`src/rtl/mac_multiplex_sequencer.sv`:
```
// Job sequencer for one precision-scalable multiplex MAC: clear, stream, drain, return result.
// Optional MAC_SEQ_OVF_CHECK_EN adds res_ovf (job length exceeds the lane guard-bit headroom).
module mac_multiplex_sequencer #(
  parameter int W_WIDTH         = 8,
  parameter int A_WIDTH         = 8,
  parameter int PLUS_WIDTH      = 4,
  parameter int CONFIG_AW_WIDTH = 2,
  parameter int LEN_WIDTH       = 8,
  parameter int MAC_LATENCY     = 2,
  localparam int Z_WIDTH = W_WIDTH + A_WIDTH + (2**CONFIG_AW_WIDTH) * PLUS_WIDTH
) (
  input  logic                       clk,
  input  logic                       rst,
  input  logic                       cmd_valid,
  output logic                       cmd_ready,
  input  logic [LEN_WIDTH-1:0]       cmd_len,
  input  logic [CONFIG_AW_WIDTH-1:0] cmd_config_aw,
  input  logic                       in_valid,
  output logic                       in_ready,
  input  logic [W_WIDTH-1:0]         in_w,
  input  logic [A_WIDTH-1:0]         in_a,
  output logic                       mac_accu_rst,
  output logic [CONFIG_AW_WIDTH-1:0] mac_config_aw,
  output logic [W_WIDTH-1:0]         mac_w,
  output logic [A_WIDTH-1:0]         mac_a,
  input  logic [Z_WIDTH-1:0]         mac_z,
  output logic                       res_valid,
  input  logic                       res_ready,
  output logic [Z_WIDTH-1:0]         res_z,
`ifdef MAC_SEQ_OVF_CHECK_EN
  output logic                       res_ovf,
`endif
  output logic                       busy
);

  // Drain covers the operand output register plus the MAC's own latency.
  localparam int DRAIN_CW = $clog2(MAC_LATENCY + 2);
  localparam logic [DRAIN_CW-1:0] DRAIN_LAST = DRAIN_CW'(MAC_LATENCY);

  typedef enum logic [2:0] {
    S_IDLE,
    S_CLEAR,
    S_RUN,
    S_DRAIN,
    S_DONE
  } state_t;

  state_t               state, state_next;
  logic [LEN_WIDTH-1:0] remaining;
  logic [DRAIN_CW-1:0]  drain_cnt;

  // NOTE: every signal written here gets a default first, so no path can infer a latch.
  always_comb begin
    state_next = state;
    cmd_ready  = 1'b0;
    in_ready   = 1'b0;
    case (state)
      S_IDLE: begin
        cmd_ready = 1'b1;
        if (cmd_valid) state_next = S_CLEAR;
      end
      S_CLEAR: state_next = (remaining != '0) ? S_RUN : S_DRAIN;
      S_RUN: begin
        in_ready = 1'b1;
        if (in_valid && remaining == LEN_WIDTH'(1)) state_next = S_DRAIN;
      end
      S_DRAIN: if (drain_cnt == DRAIN_LAST) state_next = S_DONE;
      S_DONE:  if (res_ready) state_next = S_IDLE;
      default: state_next = S_IDLE;
    endcase
  end

  assign busy = (state != S_IDLE);

  // NOTE: sequential state uses non-blocking assignments so all registers update from pre-edge values.
  always_ff @(posedge clk or posedge rst) begin
    if (rst) begin
      state         <= S_IDLE;
      remaining     <= '0;
      drain_cnt     <= '0;
      mac_accu_rst  <= 1'b0;
      mac_config_aw <= '0;
      mac_w         <= '0;
      mac_a         <= '0;
      res_valid     <= 1'b0;
      res_z         <= '0;
    end else begin
      state        <= state_next;
      // Operands fall back to zero: the MAC has no enable, so idle cycles must add nothing.
      mac_accu_rst <= 1'b0;
      mac_w        <= '0;
      mac_a        <= '0;
      drain_cnt    <= '0;
      case (state)
        S_IDLE: begin
          if (cmd_valid) begin
            remaining     <= cmd_len;
            mac_config_aw <= cmd_config_aw;
            mac_accu_rst  <= 1'b1;
          end
        end
        S_RUN: begin
          if (in_valid) begin
            mac_w     <= in_w;
            mac_a     <= in_a;
            remaining <= remaining - 1'b1;
          end
        end
        S_DRAIN: begin
          drain_cnt <= drain_cnt + 1'b1;
          if (drain_cnt == DRAIN_LAST) begin
            res_z     <= mac_z;
            res_valid <= 1'b1;
          end
        end
        S_DONE: if (res_ready) res_valid <= 1'b0;
        default: ;
      endcase
    end
  end

`ifdef MAC_SEQ_OVF_CHECK_EN
  localparam int OVF_LIMIT = 2**PLUS_WIDTH;

  always_ff @(posedge clk or posedge rst) begin
    if (rst) begin
      res_ovf <= 1'b0;
    end else if (state == S_IDLE && cmd_valid) begin
      res_ovf <= (int'(cmd_len) > OVF_LIMIT);
    end
  end
`endif

endmodule

```
`config.mk`:
```
export PLATFORM = sky130hd
export DESIGN_NAME = mac_multiplex_sequencer
export DESIGN_NICKNAME = d
export VERILOG_FILES = /design/src/rtl/mac_multiplex_sequencer.sv
export SDC_FILE = /design/constraint.sdc
export NUM_CORES = 1
export LEC_CHECK = 0
export BUFFER_PORTS_ARGS = -buffer_cell sky130_fd_sc_hd__buf_2
export CAP_MARGIN = 20
export CORE_ASPECT_RATIO = 0.6
export CORE_MARGIN = 3
export CORE_UTILIZATION = 40
export CTS_BUF_LIST = sky130_fd_sc_hd__clkbuf_16
export CTS_CLUSTER_SIZE = 12
export DETAILED_ROUTE_END_ITERATION = 12
export GPL_TIMING_DRIVEN = 1
export PLACE_DENSITY = 0.77
export SLEW_MARGIN = 40
export SYNTH_ARGS = -nofsm -noshare
export SYNTH_HDL_FRONTEND = slang
export SYNTH_SLANG_ARGS = --single-unit
```
`constraint.sdc`:
```
create_clock -name clk -period 2.3 [get_ports clk]
set_input_delay 0.115 -clock clk [delete_from_list [all_inputs] [get_ports clk]]
set_output_delay 0.115 -clock clk [all_outputs]
set_load 0.05 [all_outputs]
```
; Word-level counts from Yosys, hierarchy flattened
; Cells that the tools add are included.
[word_totals]
mem_bits_ro = 0
latch_bits = 0
in_bits = 63
word_cells = 54
output_inout_bits = 55
mem_bits_rw = 0
memories = 0
regBits = 65
[classes]
order_cmp = 0
muxes = 21
mul = 0
shifts = 0
bitwise_logic = 0
addsub = 2
n_eq_ne = 11
reduce_logical = 11
div = 0
[op_table]
columns = cell, n
row1 = two-way mux 8 bit, 6
row2 = one-hot mux 8 bit (2 select lines), 1
row3 = one-hot mux 3 bit (5 select lines), 1
row4 = two-way mux 3 bit, 4
row5 = "!= test 2 bit, second input constant", 5
row6 = "equality test 8 x 1 -> 1 bit, second input constant", 1
row7 = nonzero test 8 bit, 1
row8 = "subtractor 8 x 1 -> 8 bit, second input constant", 1
row9 = two-way mux 1 bit, 7
row10 = "equality test 3 x 2 -> 1 bit, second input constant", 2
row11 = AND reduction 3 bit, 2
row12 = AND reduction 2 bit, 2
row13 = AND reduction 4 bit, 1
row14 = nonzero test 2 bit, 2
row15 = "equality test 3 x 1 -> 1 bit, second input constant", 1
row16 = "equality test 3 bit, second input constant", 1
row17 = zero test 3 bit, 1
row18 = nonzero test 3 bit, 1
row19 = "adder 2 x 1 -> 2 bit, second input constant", 1
row20 = "equality test 2 bit, second input constant", 1
row21 = two-way mux 2 bit, 1
row22 = one-hot mux 1 bit (2 select lines), 1
row23 = logical AND 1 bit, 1

; Depth between registers and ports, before layout
[logic_depth]
ltp_word = 4
depth_mapped = 6
mapped_depth_nobuf = 6

; Least setup slack after synthesis
; Ideal clock, no wire load.
[synth_timing]
kind = reg-to-output
start = register state[2]
end = output busy
required_ns = 2.185
arrival_time_ns = 2.356
path_stages_with_launch = 4
path_slack_ns = -0.171
path_buffers = 1
path_cell_list = dfrtp_1 > buf_1 > nor3_1 > inv_1
[synth_between]
elab_chain_cells = 1
[synth_rtl]
columns = item, line_no
row1 = "start, declared", 48  ; state_t state, state_next;
row2 = "start signal, assigned", 88  ; state <= state_next;
row3 = nonzero test 3 bit, 73  ; assign busy = (state != S_IDLE);
row4 = "end, declared", 33  ; output logic busy
; Every way passes these cells.

; Worst setup path after layout
[layout_timing]
start = register state[2]
end = output in_ready
[layout_between]
elab_chain_cells = 2
[layout_rtl]
columns = item, line_no
row1 = equality test 3 x 2 -> 1 bit, 57  ; case (state)
row2 = two-way mux 1 bit, 57
row3 = "end, declared", 19  ; output logic in_ready,
; Every way passes these cells.

==> summary by stage <==
Run status
The flow ran to the end, and the final reports show no timing, DRC or antenna violations.

Worst setup path
The worst setup path is captured at an output pin. The critical path in this run is classified as reg -> out. The data arrival time at the worst-slack endpoint is 1.92 ns.

The maximum net fanout on the critical path is 13. The startpoint kind of the worst setup timing path is a flop. The endpoint required time on the critical path is 2.18 ns.

Yosys
The biggest area contributor in the post-synthesis netlist is dfrtp_1. During synthesis, Yosys emitted a total of 0 warnings. The number of different library cells in the post-synthesis netlist is 37. The area share of the leading cell type in the synthesized netlist is 61.85%. The synthesized design contains 0 enable-type register cells.

The net count of the mapped netlist is 268. The share of flip-flops with an asynchronous set or reset after synthesis is 100.0%. The register bit total from synthesis is 65. Sorting the synthesized cells by area gives the leading types as dfrtp_1 (62%), mux2_2 (15%), and2_1 (3.8%). The most instantiated flip-flop cell in the synthesis netlist is dfrtp_1.

The average cell area after synthesis is 13.08 sq um. The synthesized cell area is 2630 sq um. The part of the Yosys area used for sequential elements is 61.85%. After technology mapping, the gate count stands at 201.

Global route
The maximum number of pins on one net before global-route repair is 37. Global routing finished with a remaining overflow of 0. The overall routing resource usage is 17.06%.

The number of antenna violations at the first check in global routing is 0. The via count of the first global-routing pass is ~2,000. The first global-routing pass estimated 10,050 microns of wire.

Clocking
The number of sinks driven by the clock tree is 65. The CTS tree is done. The root buffer cell chosen for the clock tree is clkbuf_16. Counting the buffers created by CTS gives 9. The CTS H-tree depth is 3.

The clock latency on the worst-skew pair is 0.32 ns. The largest buffer count on any clock path is 2. Buffers added to address setup during post-CTS repair amount to 0.

The clock transition at the registers of the reported paths is 0.05 ns.

Cells and area
The repair_antennas step left the layout with diodes totalling 0. The fraction of layout instances using a drive strength above 1 is 51.16%. The finished cells cover about 3800 sq um. The number of nets in the final layout is between 400 and 500. Relative to the synthesized area, the layout overhead comes to 44.10%.

Placed design
The sum of net half-perimeters after detailed placement is between 4000 and 5000 microns. The final RePlAce weighted congestion is 0.7900. Summing all placed instances gives a cell area of 3332 sq um. The number of buffers added on ports is 117.

STA
The highest clock rate is 0.4922 GHz. The routed design could run at a clock period as short as between 2 and 2.5 ns. The final count of negative-setup-slack endpoints is 0.

After layout, the worst path uses 88.33% of the clock period. The sum of negative setup slack is 0 ns. The transition time at the pin with the least slew margin is 0.6240 ns. The worst clock skew is 0.005051 ns.

Setup repair after global routing left no endpoint under its margin. The normalized max-slew margin is 58.34%. The final count of hold timing violations is 0. The max-slew violation total from the final report is 0.

Floorplanning
The die boundary width is approximately 110 microns. The number of placed I/O pins is 118. The initialized floorplan defines 22 standard-cell rows. The die height is 68.81 microns.

The die covers 7616 sq um. Once the floorplan was initialized, standard cells occupied 42.09% of the core. The core area is 6248 sq um.

Detailed routing
The total vias in the final route is 2,050. Before antenna repair, the detailed router went through 5 iterations. In this run the remaining antenna-violating nets after routing total 0.

The number of design rule violations left after detail routing is 0. The count of routing violations after the opening detailed-route iteration is roughly 150. The wire length reported by the detailed router is a little over 6000 microns. The via-per-instance ratio is 4.790. The mean routed wirelength per cell is 14.26 microns.

Power
The worst voltage drop across the vdd grid is 894.6 uV. The leakage power summed over all cells is 1.884 nW. Dividing total power by cell area gives a power density of 1630 nW/um^2.

Min path
The worst hold path belongs to the class in -> reg.

Flow run
Across the run, the number of max-cap violations was 0.
[final timing paths]
kind	startpoint	depth (start not counted)	end	slack, ns
max in group asynchronous	rst	4	mac_a[1]	1.26
setup / recovery	state[2]	3	in_ready	0.27
hold reg to reg	drain_cnt[0]	1	drain_cnt[0]	0.44
hold / removal	in_w[5]	2	mac_w[5]	0.01
min in group asynchronous	rst	3	res_z[5]	0.43
setup reg to reg	remaining[1]	6	remaining[6]	0.40
[cell families after synthesis]
family,synth area share (%)
AOI/OAI and AO/OA,7.136
adders and majority gates,1.903
buffers and inverters,2.568
DFF,61.85
muxes,14.56
and+or+nand+nor,11.99
[power breakdown]
part	switching [W]	total, W	leakage [nW]	internal [W]
clock	0.000493	0.00144	0.155	0.000948
combinational	0.00203	0.00285	0.939	0.000815
sequential	0.000284	0.00189	0.790	0.00160
[cells in the mapped netlist (2+ instances only)]
cell type,n
dfrtp_1,65
mux2_2,34
and2_1,16
o21ai_0,12
nor3_1,10
nand2_1,8
nor2_1,7
inv_1,6
a21oi_1,4
ha_1,4
o2bb2ai_1,4
buf_2,3
a22oi_1,2
nand3b_1,2
nor4_1,2
[what timing repair did]
item / 4_1_cts / 5_1_grt
setup endpoints to repair: 0 / 0
hold buffers: 14 / 0
resized for setup: 0 / 0
hold endpoints to repair: 42 / 0
[layout make-up]
cell class                      count  area, sq um
Timing Repair Buffer              134        773.2
Multi-Input combinational cell    122        940.9
Sequential cell                    65         1627
Clock buffer                        9        225.2
Fill cell                         511         2459
Tap cell                           84        105.1
Clock inverter                      7        92.59
Inverter                            7        26.28
[through the flow]
stage	utilization, %	instances	total power [W]	worst slack (ns)	hold slack [ns]
floorplan	-	201	0.004072	0.3912	0.2436
CTS	60.65	428	0.006231	0.2651	0.001063
global placement	53.32	398	0.004685	0.5995	0.2310
detailed placement	53.32	398	0.004750	0.4724	0.2310
finish	60.65	428	0.006178	0.2684	0.01159
global route	60.65	428	0.006524	0.1793	0.01216
[registers in the layout, indices dropped and copies added, names as in the netlist]
register and cells:
state 3, mac_config_aw 2, drain_cnt 2, remaining 8
res_valid 1, mac_accu_rst 1, mac_w 8, res_z 32
mac_a 8
[layout by cell type, fill, tap and decap left out, drive strengths merged, types with 9 or more instances in the layout]
master and count:
and2 17, buf 120, clkbuf 9, dfrtp 65, dlygate4sd3 14, inv 9
mux2 34, nand2 9, nor2 9, nor3 10, o21ai 12
[worst max-delay path, stage by stage (launching register included)]
cell and delay [ns]:
dfrtp_1 0.55, or3b_4 0.57, clkinv_1 0.18, buf_2 0.29
[layer usage]
| layer | vias up | GRT usage (%) | share of wire, % |
|---|---|---|---|
| met5 | - | 0 | 0 |
| met4 | 0 | 5.069 | 0.75 |
| li1 | 980 | - | - |
| met2 | 97 | 25.76 | 44 |
| met1 | 967 | 21.84 | 46 |
| met3 | 6 | 8.544 | 9.5 |
Power figures use the tool's default switching activity.
